==> src/rtl/uart_cmd_decoder.sv <==
// Turns a UART received-byte stream into 2048 move commands: WASD/HJKL letters, R, and
// VT100 arrow escape sequences, delivered one at a time over a valid/ready slot.
module uart_cmd_decoder #(
    parameter int unsigned ESC_TIMEOUT = 100000,
    parameter int unsigned TMR_W       = 17
) (
    input  logic       clk,
    input  logic       rst,
    input  logic [7:0] i_rx_data,
    input  logic       i_rx_valid,
    input  logic       i_cmd_ready,
    output logic       o_cmd_valid,
    output logic [2:0] o_cmd,
    output logic       o_overrun,
    output logic       o_err
);

    localparam logic [1:0] StIdle = 2'd0;
    localparam logic [1:0] StEsc  = 2'd1;
    localparam logic [1:0] StCsi  = 2'd2;

    localparam logic [2:0] CmdUp      = 3'd0;
    localparam logic [2:0] CmdDown    = 3'd1;
    localparam logic [2:0] CmdLeft    = 3'd2;
    localparam logic [2:0] CmdRight   = 3'd3;
    localparam logic [2:0] CmdRestart = 3'd4;

    localparam logic [7:0] ChEsc = 8'h1B;
    localparam logic [TMR_W-1:0] TimeoutLast = TMR_W'(ESC_TIMEOUT - 1);
    localparam logic [TMR_W-1:0] TimerMax    = {TMR_W{1'b1}};

    logic [1:0]       state_q, state_d;
    logic [TMR_W-1:0] timer_q, timer_d;
    logic             cmd_valid_q, cmd_valid_d;
    logic [2:0]       cmd_q, cmd_d;
    logic             overrun_q, overrun_d;
    logic             err_q, err_d;

    logic             emit;
    logic [2:0]       emit_cmd;
    logic             bad_byte;
    logic             accept;

    // Parser: advances on received bytes; a byte always wins over the timeout.
    always_comb begin
        state_d  = state_q;
        timer_d  = timer_q;
        emit     = 1'b0;
        emit_cmd = CmdUp;
        bad_byte = 1'b0;

        if (i_rx_valid) begin
            case (state_q)
                StEsc: begin
                    timer_d = '0;
                    if (i_rx_data == 8'h5B || i_rx_data == 8'h4F) begin
                        state_d = StCsi;
                    end else if (i_rx_data == ChEsc) begin
                        state_d = StEsc;
                    end else begin
                        bad_byte = 1'b1;
                        state_d  = StIdle;
                    end
                end
                StCsi: begin
                    timer_d = '0;
                    case (i_rx_data)
                        8'h41: begin emit = 1'b1; emit_cmd = CmdUp;    state_d = StIdle; end
                        8'h42: begin emit = 1'b1; emit_cmd = CmdDown;  state_d = StIdle; end
                        8'h43: begin emit = 1'b1; emit_cmd = CmdRight; state_d = StIdle; end
                        8'h44: begin emit = 1'b1; emit_cmd = CmdLeft;  state_d = StIdle; end
                        ChEsc: state_d = StEsc;
                        default: begin
                            if (i_rx_data >= 8'h30 && i_rx_data <= 8'h3F) begin
                                state_d = StCsi;
                            end else if (i_rx_data >= 8'h40 && i_rx_data <= 8'h7E) begin
                                // Well-formed but unsupported sequence: drop quietly.
                                state_d = StIdle;
                            end else begin
                                bad_byte = 1'b1;
                                state_d  = StIdle;
                            end
                        end
                    endcase
                end
                default: begin
                    case (i_rx_data)
                        8'h77, 8'h57, 8'h6B: begin emit = 1'b1; emit_cmd = CmdUp;      end
                        8'h73, 8'h53, 8'h6A: begin emit = 1'b1; emit_cmd = CmdDown;    end
                        8'h61, 8'h41, 8'h68: begin emit = 1'b1; emit_cmd = CmdLeft;    end
                        8'h64, 8'h44, 8'h6C: begin emit = 1'b1; emit_cmd = CmdRight;   end
                        8'h72, 8'h52:        begin emit = 1'b1; emit_cmd = CmdRestart; end
                        ChEsc: begin
                            state_d = StEsc;
                            timer_d = '0;
                        end
                        8'h0D, 8'h0A, 8'h20: ;
                        default: bad_byte = 1'b1;
                    endcase
                end
            endcase
        end else if (state_q != StIdle) begin
            if (timer_q == TimeoutLast) begin
                state_d = StIdle;
            end else if (timer_q != TimerMax) begin
                timer_d = timer_q + 1'b1;
            end
        end

        if (state_d == StIdle) begin
            timer_d = '0;
        end
    end

    // Single-entry output slot; an accept on the same cycle frees room for a new emit.
    always_comb begin
        accept      = cmd_valid_q & i_cmd_ready;
        cmd_valid_d = cmd_valid_q & ~accept;
        cmd_d       = cmd_q;
        overrun_d   = 1'b0;
        err_d       = bad_byte;

        if (emit) begin
            if (!cmd_valid_q || i_cmd_ready) begin
                cmd_valid_d = 1'b1;
                cmd_d       = emit_cmd;
            end else begin
                overrun_d = 1'b1;
            end
        end
    end

    always_ff @(posedge clk or negedge rst) begin
        if (!rst) begin
            state_q     <= StIdle;
            timer_q     <= '0;
            cmd_valid_q <= 1'b0;
            cmd_q       <= CmdUp;
            overrun_q   <= 1'b0;
            err_q       <= 1'b0;
        end else begin
            state_q     <= state_d;
            timer_q     <= timer_d;
            cmd_valid_q <= cmd_valid_d;
            cmd_q       <= cmd_d;
            overrun_q   <= overrun_d;
            err_q       <= err_d;
        end
    end

    assign o_cmd_valid = cmd_valid_q;
    assign o_cmd       = cmd_q;
    assign o_overrun   = overrun_q;
    assign o_err       = err_q;

endmodule

==> config.mk <==
export PLATFORM = sky130hd
export DESIGN_NAME = uart_cmd_decoder
export DESIGN_NICKNAME = d
export VERILOG_FILES = /design/src/rtl/uart_cmd_decoder.sv
export SDC_FILE = /design/constraint.sdc
export NUM_CORES = 1
export LEC_CHECK = 0
export BUFFER_PORTS_ARGS = -buffer_cell sky130_fd_sc_hd__buf_2
export CAP_MARGIN = 20
export CORE_MARGIN = 5
export CORE_UTILIZATION = 63
export CTS_CLUSTER_SIZE = 16
export DETAILED_ROUTE_END_ITERATION = 8
export PLACE_DENSITY = 0.83
export SLEW_MARGIN = 20
export SYNTH_ARGS = -nofsm -noshare
export SYNTH_HDL_FRONTEND = slang
export SYNTH_SLANG_ARGS = --single-unit
==> constraint.sdc <==
create_clock -name clk -period 7.8 [get_ports clk]
set_clock_uncertainty 0.15 [all_clocks]
set_input_delay 1.17 -clock clk [delete_from_list [all_inputs] [get_ports clk]]
set_output_delay 1.17 -clock clk [all_outputs]
set_load 0.01 [all_outputs]
# Word-level counts from Yosys, hierarchy flattened
# Index checks and enable logic that the tools add are counted.
[totals] reg_bits=25 out_inout_bits=6 in_bits=12 word_cells=98
[op_classes] bitwise_logic=3 n_mux=36 n_lt_le_gt_ge=4 add_sub_neg=1 reduce_logical=20 eq_ne=28
[ops] operator="equality test 8 x 7 -> 1 bit (second input constant)" n=18
[ops] operator="two-way mux 17 bit" n=7
[ops] operator="OR reduction 18 bit" n=1
[ops] operator="adder 17 x 1 -> 17 bit (second input constant)" n=1
[ops] operator="equality test 17 bit (second input constant)" n=1
[ops] operator="!= test 17 bit (second input constant)" n=1
[ops] operator="equality test 8 x 4 -> 1 bit (second input constant)" n=2
[ops] operator="two-way mux 1 bit" n=15
[ops] operator="OR reduction 14 bit" n=1
[ops] operator="two-way mux 2 bit" n=6
[ops] operator="one-hot mux 3 bit (4 select lines)" n=1
[ops] operator="OR reduction 3 bit" n=3
[ops] operator="equality test 8 x 5 -> 1 bit (second input constant)" n=1
[ops] operator="equality test 8 x 6 -> 1 bit (second input constant)" n=1
[ops] operator="greater-or-equal comparator 8 x 6 -> 1 bit (second input constant)" n=1
[ops] operator="greater-or-equal comparator 8 x 7 -> 1 bit (second input constant)" n=1
[ops] operator="less-or-equal comparator 8 x 6 -> 1 bit (second input constant)" n=1
[ops] operator="less-or-equal comparator 8 x 7 -> 1 bit (second input constant)" n=1
[ops] operator="one-hot mux 2 bit (2 select lines)" n=2
[ops] operator="one-hot mux 2 bit (3 select lines)" n=1
[ops] operator="one-hot mux 3 bit (2 select lines)" n=1
[ops] operator="nonzero test 3 bit" n=2
[ops] operator="OR reduction 5 bit" n=1
[ops] operator="!= test 4 x 2 -> 1 bit (second input constant)" n=1
[ops] operator="other kinds (16)" n=21

# Depth between registers and ports, before layout
# Gate-level depths: netlist of the first run.
[depth] ltp_word=9 ltp_mapped=11 ltp_nobuf=10

# Worst setup path before layout of the first run
# OpenSTA, ideal clock, no wires.
[synth_timing] path_type="input -> register" startpoint="in i_rx_data[3]" endpoint="reg timer_q[9]" setup_slack_ns=4.612 arrival_ns=2.918 cell_stages=6 t_required_ns=7.530 setup_time_ns=0.120 path_cell_list="clkbuf_1 -> nand4b_1 -> o311a_1 -> or4_4 -> or3_1 -> a31o_1"
[synth_between] elab_chain_len=9 word_cells_on_any_way=26
[synth_rtl] element="from (decl)" line="9" text="input logic [7:0] i_rx_data,"
[synth_rtl] element="greater-or-equal comparator 8 x 6 -> 1 bit or less-or-equal comparator 8 x 6 -> 1 bit (tied branches)" line="74" text="if (i_rx_data >= 8'h30 && i_rx_data <= 8'h3F) begin"
[synth_rtl] element="logical AND 1 bit" line="74"
[synth_rtl] element="two-way mux 2 bit" line="74"
[synth_rtl] element="one-hot mux 2 bit (2 select lines)" line="67" text="case (i_rx_data)"
[synth_rtl] element="one-hot mux 2 bit (2 select lines)" line="53" text="case (state_q)"
[synth_rtl] element="two-way mux 2 bit" line="52" text="if (i_rx_valid) begin"
[synth_rtl] element="logical NOT 2 bit" line="110" text="if (state_d == StIdle) begin"
[synth_rtl] element="!= test 4 x 2 -> 1 bit (no line), or another cell as far along"
[synth_rtl] element="AND reduction 4 bit (no line)"
[synth_rtl] element="to (signal assigned)" line="143" text="timer_q <= timer_d;"
[synth_rtl] element="to (decl)" line="33" text="logic [TMR_W-1:0] timer_q, timer_d;"
# Parallel ways exist; a longest one is shown, timed or not.
# A chain may end at the register's enable or synchronous reset.

# Worst setup path in the final report of the first run
[layout_timing] startpoint="in i_rx_data[4]" endpoint="reg timer_q[9]"
# Same word-level chain as after synthesis.

==> results of run 1 <==
final cells by class:
cell class	count	area (sq um)	share of cell area (%)
Timing Repair Buffer	18	92.6	4.81
Sequential cell	25	626	32.5
Tap cell	31	38.8	2.01
Inverter	12	45.0	2.34
Clock buffer	3	22.5	1.17
Multi-Input combinational cell	167	1090	56.8
Clock inverter	1	7.51	0.390
placed cells by master, fill, tap and decap left out, types with 3 or more instances in the layout:
cell	n
dfrtp_1	25
nand2_1	18
buf_2	17
o21ai_0	14
nor2_1	13
nand3_1	13
nor3_1	12
inv_1	11
and3_1	7
a21oi_1	6
a31o_1	5
ha_1	5
o311a_1	4
o211ai_1	4
nand2b_1	3
nand4bb_1	3
nor2b_1	3
or2_0	3
or3_1	3
mux2_2	3
o22ai_1	3
or4_1	3
clkbuf_4	3
stage by stage:
stage | area (sq um) | util [%] | power, W | worst slack, ns
global placement | 1900 | 68.8 | 0.000288 | 4.40
detailed placement | 1900 | 68.8 | 0.000293 | 4.37
floorplan | 1810 | - | 0.000257 | 4.61
global route | 1930 | 69.9 | 0.000379 | 4.64
finish | 1930 | 69.9 | 0.000352 | 4.72
CTS | 1930 | 69.9 | 0.000355 | 4.75
per-layer routing:
metal	vias to the layer above	GRT usage, %
met3	5	3.91
met2	67	37.4
li1	826	-
met1	828	27.7
met4	0	9.61
met5	-	0
sequential cells by signal, summed over array words and instances (netlist names):
signal	flops
o_err	1
o_overrun	1
o_cmd	3
timer_q	17
o_cmd_valid	1
state_q	2
worst paths after layout:
path	from	to	cells after the start
min in group asynchronous	rst	o_cmd[0]	1
max in group asynchronous	rst	timer_q[1]	1
worst min-delay path	o_cmd[1]	o_cmd[1]	1
worst max register to register	timer_q[0]	timer_q[9]	9
worst min register to register	o_cmd[1]	o_cmd[1]	1
worst max-delay path	i_rx_data[4]	timer_q[9]	6
worst reg2reg max path, cell delays in order (launching register included):
cell and delay (ns):
dfrtp_1 0.45, ha_1 0.26, and3_1 0.16, and3_1 0.19
nand3_1 0.19, nor3_1 0.09, ha_1 0.22, or4_4 0.64
or3_1 0.37, a31o_1 0.22
kinds of logic (layout without fill, tap and decap cells):
family	after synthesis	in the layout	synth area share, %
simple gates	100	100	31.8
compound gates	57	57	22.4
flops	25	25	34.6
buf+inv	22	34	4.98
fa+ha+maj	5	5	3.46
mux	3	3	1.87
xor+xnor	2	2	0.968
report_power, final:
group / internal [W] / switching [W]
clock: 0.0000197 / 0.0000406
sequential: 0.000139 / 0.00000658
combinational: 0.0000515 / 0.0000940
==> results.sh, run 1 <==
export IMPL_r2r_setup_slack_ns=4.77
export IMPL_min_path_type="reg -> reg"
export IMPL_cap_violations=0
export IMPL_synth_top_area_share_pct=34.6
export IMPL_globalplace_congestion=0.922
export IMPL_layout_cells_non_filler=257
export IMPL_grt_pass1_vias=1633
export IMPL_dr_wl_met2_um=2110
export IMPL_hold_viol_final=0
export IMPL_synth_main_ff_cell="dfrtp_1"
export IMPL_crit_chain="buf_2 -> or3b_4 -> o311a_1 -> or4_4 -> or3_1 -> a31o_1"
export IMPL_wl_per_cell_um=16.2
export IMPL_yosysMostFrequentCell="dfrtp_1"
export IMPL_critical_path_class="in -> reg"
export IMPL_grt_setup_unrepaired="false"
export IMPL_num_fill_cells=207
export IMPL_fin_crit_ns=3.08
export IMPL_cp_top_family="simple AND/OR/NAND/NOR gates"
export IMPL_slew_viol_final=0
export IMPL_period_share_pct=39.5
export IMPL_via_per_inst=6.72
export IMPL_layout_drive_gt1_share_pct=15.5
export IMPL_setup_viol=0
export IMPL_yosysTopAreaCell="dfrtp_1"
export IMPL_synth_cell_area_sq_um=1810
export IMPL_clock_sinks=25
export IMPL_grt_pass1_wl_um=7360
export IMPL_cp_arrival_ns=3.17
export IMPL_timing_fmax_mhz=325
export IMPL_synth_distinct_cells=53
export IMPL_cp_slowest_cell="or4_4"
export IMPL_synth_warnings=0
export IMPL_diodes=0
export IMPL_power_density_nw_per_um2=183
export IMPL_p_leak_nw=0.805
export IMPL_fp_dieH_um=63.6
export IMPL_first_iter_violations=200
export IMPL_overflow=0
export IMPL_cts_tree="done"
export IMPL_slew_headroom_pct=53.6
export IMPL_clk_pin_slew_ns=0.14
export IMPL_wirelength_um=4160
export IMPL_syn_inst=214
export IMPL_route_detailed_drc=0
export IMPL_max_slew_worst_pin_slew_ns=0.691
export IMPL_cts_root_buf="clkbuf_4"
export IMPL_required_ns=7.89
export IMPL_wl_met1_um=1700
export IMPL_synth_nets=231
export IMPL_vdd_drop_max_uv=188
export IMPL_clock_tree_buffer_depth=2
export IMPL_grt_max_degree=26
export IMPL_ys_async_sr_fraction_pct=100
export IMPL_die_w_um=63.6
export IMPL_ioPinCount=18
export IMPL_die_area_sq_um=4050
export IMPL_synth_edf_count=0
export IMPL_area_growth_pct=6.43
export IMPL_design_core_area_sq_um=2760
export IMPL_hold_buffers=0
export IMPL_setup_worst_path_start_class="input pin"
export IMPL_status="complete, no violations"
export IMPL_hpwl_um=3050
export IMPL_syn_area_per_cell_sq_um=8.46
export IMPL_yosys_top_cells_area="dfrtp_1, o21ai_0, nand2_1"
export IMPL_critPathCaptureType="register"
export IMPL_wl_met3_um=281
export IMPL_dp_cells=253
export IMPL_synth_common_cells="dfrtp_1, nand2_1, o21ai_0"
export IMPL_first_pass_iters=4
export IMPL_hold_slack_ns=0.367
export IMPL_synth_seq_cells=25
export IMPL_vias=1726
export IMPL_io_buffers=17
export IMPL_antenna_found_initial=0
export IMPL_worst_path_max_fanout=14
export IMPL_grt_use_total_pct=22.3
export IMPL_yosysSeqAreaShare_pct=34.6
export IMPL_initial_core_util_pct=65.7
export IMPL_cpPeakStageDelay_ns=0.52
export IMPL_rows=19
export IMPL_postRouteAntennaNets=0
export IMPL_top_layer_used="met4"
export IMPL_cts_buffers=3
export IMPL_htreeDepth=1
export IMPL_insertion_delay_ns=0.33
export IMPL_cts_resized=0
export IMPL_cp_buffers_inverters=1
export IMPL_nNetsFinal=244
export IMPL_post_cts_setup_buffer_count=0
export IMPL_fin_setup_tns_ns=0
(Power assumes the default switching activity.)
==> inputs of run 2 (changes only) <==
- CORE_UTILIZATION: 63 -> 53
- PLACE_DENSITY: 0.83 -> 0.75
- clock period: 7.8 -> 2.8 ns (I/O delays scaled with it)
==> run 2 against run 1 <==
Via count is 1.0% higher; register-to-register slack worse by 4.7 ns; final cell count is 12% higher; global-route usage is 2.6 points lower; worst hold slack worse by 0.16 ns; total power grew to 3.0 times the previous value; flip-flop and latch count stayed put; design area is 8.2% higher; largest cell class unchanged.
==> results.sh, run 2 (synthesized netlist as in run 1, its figures left out) <==
export IMPL_fp_dieH_um=68.4
export IMPL_required_ns=2.88
export IMPL_die_area_sq_um=4680
export IMPL_wl_per_cell_um=14.8
export IMPL_status="complete, no violations"
export IMPL_min_from="i_cmd_ready"
export IMPL_grt_setup_unrepaired="false"
export IMPL_vias=1744
export IMPL_grt_pass1_wl_um=7020
export IMPL_totalPowerFinal_w=0.00106
export IMPL_area_growth_pct=15.2
export IMPL_slew_viol_final=0
export IMPL_reg2reg_from="timer_q[0]"
export IMPL_max_slew_worst_pin_slew_ns=0.654
export IMPL_setup_worst_path_start_class="register"
export IMPL_rows=21
export IMPL_p_leak_nw=0.881
export IMPL_grt_use_total_pct=19.7
export IMPL_grt_pass1_vias=1520
export IMPL_period_share_pct=96.6
export IMPL_fin_setup_tns_ns=0
export IMPL_r2r_cells=9
export IMPL_antenna_found_initial=0
export IMPL_ioPinCount=18
export IMPL_r2r_setup_slack_ns=0.1
export IMPL_hpwl_um=3120
export IMPL_globalplace_congestion=0.894
export IMPL_fin_crit_ns=2.70
export IMPL_final_cell_mix="dfrtp_1, nand2_1, buf_2"
export IMPL_nNetsFinal=260
export IMPL_worstReg2RegEnd="timer_q[9]"
export IMPL_cap_violations=0
export IMPL_power_density_nw_per_um2=506
export IMPL_min_path_type="in -> reg"
export IMPL_postRouteAntennaNets=0
export IMPL_diodes=0
export IMPL_hold_slack_ns=0.211
export IMPL_cts_buffers=3
export IMPL_clock_tree_buffer_depth=2
export IMPL_whs_endpoint="o_overrun"
export IMPL_first_iter_violations=114
export IMPL_hold_viol_final=0
export IMPL_cts_tree="done"
export IMPL_overflow=0
export IMPL_design_core_area_sq_um=3310
export IMPL_hold_path_cell_count=3
export IMPL_layout_drive_gt1_share_pct=22.7
export IMPL_vdd_drop_max_uv=251
export IMPL_first_pass_iters=5
export IMPL_critPathCaptureType="register"
export IMPL_final_common_cell="dfrtp_1"
export IMPL_top_register="timer_q"
export IMPL_io_buffers=17
export IMPL_via_per_inst=6.06
export IMPL_critical_path_class="reg -> reg"
export IMPL_fin_area_sq_um=2090
export IMPL_placed_area_sq_um=2010
export IMPL_largest_reg_flops=17
export IMPL_cp_arrival_ns=2.78
export IMPL_initial_core_util_pct=54.7
export IMPL_slew_headroom_pct=56.1
export IMPL_cts_root_buf="clkbuf_4"
export IMPL_timing_fmax_mhz=370
export IMPL_worst_path_max_fanout=6
export IMPL_num_fill_cells=298
export IMPL_clock_sinks=25
export IMPL_htreeDepth=1
export IMPL_grt_max_degree=26
export IMPL_wirelength_um=4260
export IMPL_route_detailed_drc=0
export IMPL_setup_viol=0
export IMPL_clk_pin_slew_ns=0.14
export IMPL_insertion_delay_ns=0.33
export IMPL_die_w_um=68.4
export IMPL_startpoint="timer_q[0]"
run 2: where the power goes:
| group | switching [W] | total, W | internal [W] |
|---|---|---|---|
| Sequential | 0.0000181 | 0.000406 | 0.000388 |
| Combinational | 0.000281 | 0.000481 | 0.000201 |
| Clock | 0.000114 | 0.000168 | 0.0000537 |
run 2: worst max path at each step:
| stage | end | slack (ns) |
|---|---|---|
| after global placement | timer_q[9] | 0.07 |
| after global routing | timer_q[13] | 0.005 |
| after floorplan | timer_q[9] | 0.05 |
| after CTS | timer_q[9] | 0.10 |
| after detailed placement | timer_q[9] | 0.006 |
| final | timer_q[9] | 0.1 |
run 2: final cells by class:
type	count	area, sq um	share of cell area [%]
clock inverter	1	5.00	0.240
timing repair buffer	34	215	10.3
sequential	25	626	30.0
clock buffer	3	22.5	1.08
multi-input combinational	167	1110	53.4
inverter	12	45.0	2.16
tap	46	57.6	2.76
run 2: repair_timing:
item	4_1_cts	5_1_grt
hold endpoints to repair	25	0
gates resized for setup	0	9
pin swaps	1	3
setup buffers	0	3
setup endpoints to repair	1	3
hold buffers	1	0
run 2: metal layers:
layer  track usage, %  part of all wire (%)  up-vias
met1             29.3                    51      830
met5                0                     0        -
met3             3.28                   4.5        5
met2             28.5                    43       52
met4             6.45                   1.1        0
li1                 -                     -      857
run 2: critical path: stages, from the launching register on:
cell     delay (ns)
dfrtp_1        0.42
ha_2           0.20
and3_1         0.16
and3_4         0.19
nand3_2        0.07
nor3_1         0.06
ha_2           0.18
or4_4          0.58
or3_4          0.38
a31o_1         0.23
run 2: through the flow:
stage	util, %	setup WS [ns]	instances
global route	63.0	0.00512	288
CTS	61.7	0.103	285
global placement	60.6	0.0656	280
detailed placement	60.6	0.00597	280
floorplan	-	0.0485	214
finish	63.0	0.0963	288
==> inputs of run 3 (changes only) <==
- CORE_UTILIZATION: 53 -> 63
- PLACE_DENSITY: 0.75 -> 0.83
- clock period: 2.8 -> 3.3 ns (I/O delays scaled with it)
==> run 3 against run 2 <==
Global-route usage rose by 1.2 points; routed wire length is 2.6% lower; highest routed layer unchanged; largest cell class unchanged; critical endpoint unchanged; sequential power shrank 15%.
==> results.sh, run 3 (synthesized netlist as in run 1, its figures left out) <==
export IMPL_crit_chain="ha_1 -> and3_1 -> and3_1 -> nand3_1 -> nor3_1 -> ha_1 -> or4_4 -> or3_1 -> a31o_1"
export IMPL_overflow=0
export IMPL_cpPeakStageDelay_ns=0.64
export IMPL_min_path_type="in -> reg"
export IMPL_use_met2_pct=34.5
export IMPL_slew_viol_final=0
export IMPL_final_common_cell="dfrtp_1"
export IMPL_cts_tree="done"
export IMPL_cts_buffers=3
export IMPL_critical_path_class="reg -> reg"
export IMPL_initial_core_util_pct=65.7
export IMPL_critPathCaptureType="register"
export IMPL_setup_worst_path_start_class="register"
export IMPL_vias=1733
export IMPL_period_share_pct=91.3
export IMPL_grt_use_total_pct=20.9
export IMPL_design_core_area_sq_um=2760
export IMPL_cts_resized=0
export IMPL_cp_arrival_ns=3.10
export IMPL_reg2reg_from="timer_q[0]"
export IMPL_via_per_inst=6.72
export IMPL_wl_per_cell_um=16.1
export IMPL_hold_slack_ns=0.291
export IMPL_p_leak_nw=0.810
export IMPL_timing_fmax_mhz=332
export IMPL_grt_pass1_vias=1670
export IMPL_clk_pin_slew_ns=0.14
export IMPL_insertion_delay_ns=0.33
export IMPL_die_w_um=63.6
export IMPL_grt_setup_unrepaired="false"
export IMPL_first_iter_violations=209
export IMPL_power_density_nw_per_um2=429
export IMPL_first_pass_iters=6
export IMPL_layout_drive_gt1_share_pct=15.4
export IMPL_status="complete, no violations"
export IMPL_grt_pass1_wl_um=7040
export IMPL_use_met1_pct=26.2
export IMPL_r2r_setup_slack_ns=0.29
export IMPL_clock_tree_buffer_depth=2
export IMPL_clock_sinks=25
export IMPL_busiest_layer="met2"
export IMPL_htreeDepth=1
export IMPL_cap_violations=0
export IMPL_area_growth_pct=6.98
export IMPL_met3_usage_pct=4.26
export IMPL_final_cell_mix="dfrtp_1, nand2_1, buf_2"
export IMPL_fin_setup_tns_ns=0
export IMPL_required_ns=3.39
export IMPL_postRouteAntennaNets=0
export IMPL_slew_headroom_pct=48.2
export IMPL_ioPinCount=18
export IMPL_rows=19
export IMPL_die_area_sq_um=4050
export IMPL_cp_slowest_cell="or4_4"
export IMPL_globalplace_congestion=0.854
export IMPL_largest_reg_flops=17
export IMPL_io_buffers=17
export IMPL_vdd_drop_max_uv=330
export IMPL_wirelength_um=4150
export IMPL_cts_root_buf="clkbuf_4"
export IMPL_worst_path_max_fanout=14
export IMPL_antenna_found_initial=0
export IMPL_nNetsFinal=245
export IMPL_startpoint="timer_q[0]"
export IMPL_min_from="i_cmd_ready"
export IMPL_setup_viol=0
export IMPL_fp_dieH_um=63.6
export IMPL_num_fill_cells=205
export IMPL_hpwl_um=3060
export IMPL_fin_crit_ns=3.01
export IMPL_diodes=0
export IMPL_max_slew_worst_pin_slew_ns=0.776
export IMPL_top_register="timer_q"
export IMPL_route_detailed_drc=0
export IMPL_hold_viol_final=0
export IMPL_grt_max_degree=26
## run 3: cell types whose count changed in the layout (fill, tap and decap cells not counted), sizes merged
| cell | previous run | this run |
|---|---|---|
| clkinvlp | 0 | 1 |
| clkinv | 1 | 0 |
| buf | 33 | 18 |
## run 3: area by class of cell
| type | instances | area [sq um] | share of cell area (%) |
|---|---|---|---|
| multi-input combinational | 167 | 1090 | 56.5 |
| tap | 31 | 38.8 | 2.00 |
| timing repair buffer | 19 | 103 | 5.30 |
| inverter | 12 | 45.0 | 2.33 |
| clock buffer | 3 | 22.5 | 1.16 |
| sequential | 25 | 626 | 32.3 |
| clock inverter | 1 | 7.51 | 0.388 |
## run 3: routing by layer
metal  share of wire [%]  vias to the layer above  wire [um]
li1                    -                      833          -
met1                  43                      810       1800
met2                  49                       80       2030
met3                 6.3                       10        260
met4                 1.5                        0         61
met5                   0                        -          0
## run 3: repair_timing
action,4_1_cts,5_1_grt
buffers inserted,0,0
hold endpoints to repair,15,0
hold buffers,1,0
## run 3: stage by stage
stage          setup slack (ns)  cell area [sq um]  cells  power (W)  util, %
5_1_grt                   0.135               1940    258   0.000891     70.2
3_5_place_dp              0.325               1900    253   0.000687     68.8
4_1_cts                   0.316               1940    258   0.000834     70.2
3_3_place_gp              0.413               1900    253   0.000677     68.8
6_report                  0.289               1940    258   0.000831     70.2
2_1_floorplan             0.548               1810    214   0.000607        -
## run 3: worst max-delay path: cells and delay by family (launching register included)
family,cells,cell delay (ns)
simple gates,6,1.64
fa+ha+maj,2,0.48
compound gates,1,0.22
flops,1,0.45
## run 3: worst paths after layout
| path | cells past startpoint | to |
|---|---|---|
| min reg2reg | 1 | o_cmd[1] |
| min in group asynchronous | 2 | o_cmd[2] |
| min | 3 | o_overrun |
| max in group asynchronous | 2 | timer_q[0] |
| max reg2reg | 9 | timer_q[9] |
| max | 9 | timer_q[9] |
## run 3: power by group
group,total [W],internal [W],switching (W)
registers,0.000347,0.000330,0.0000174
clock network,0.000143,0.0000464,0.0000965
logic,0.000341,0.000122,0.000220
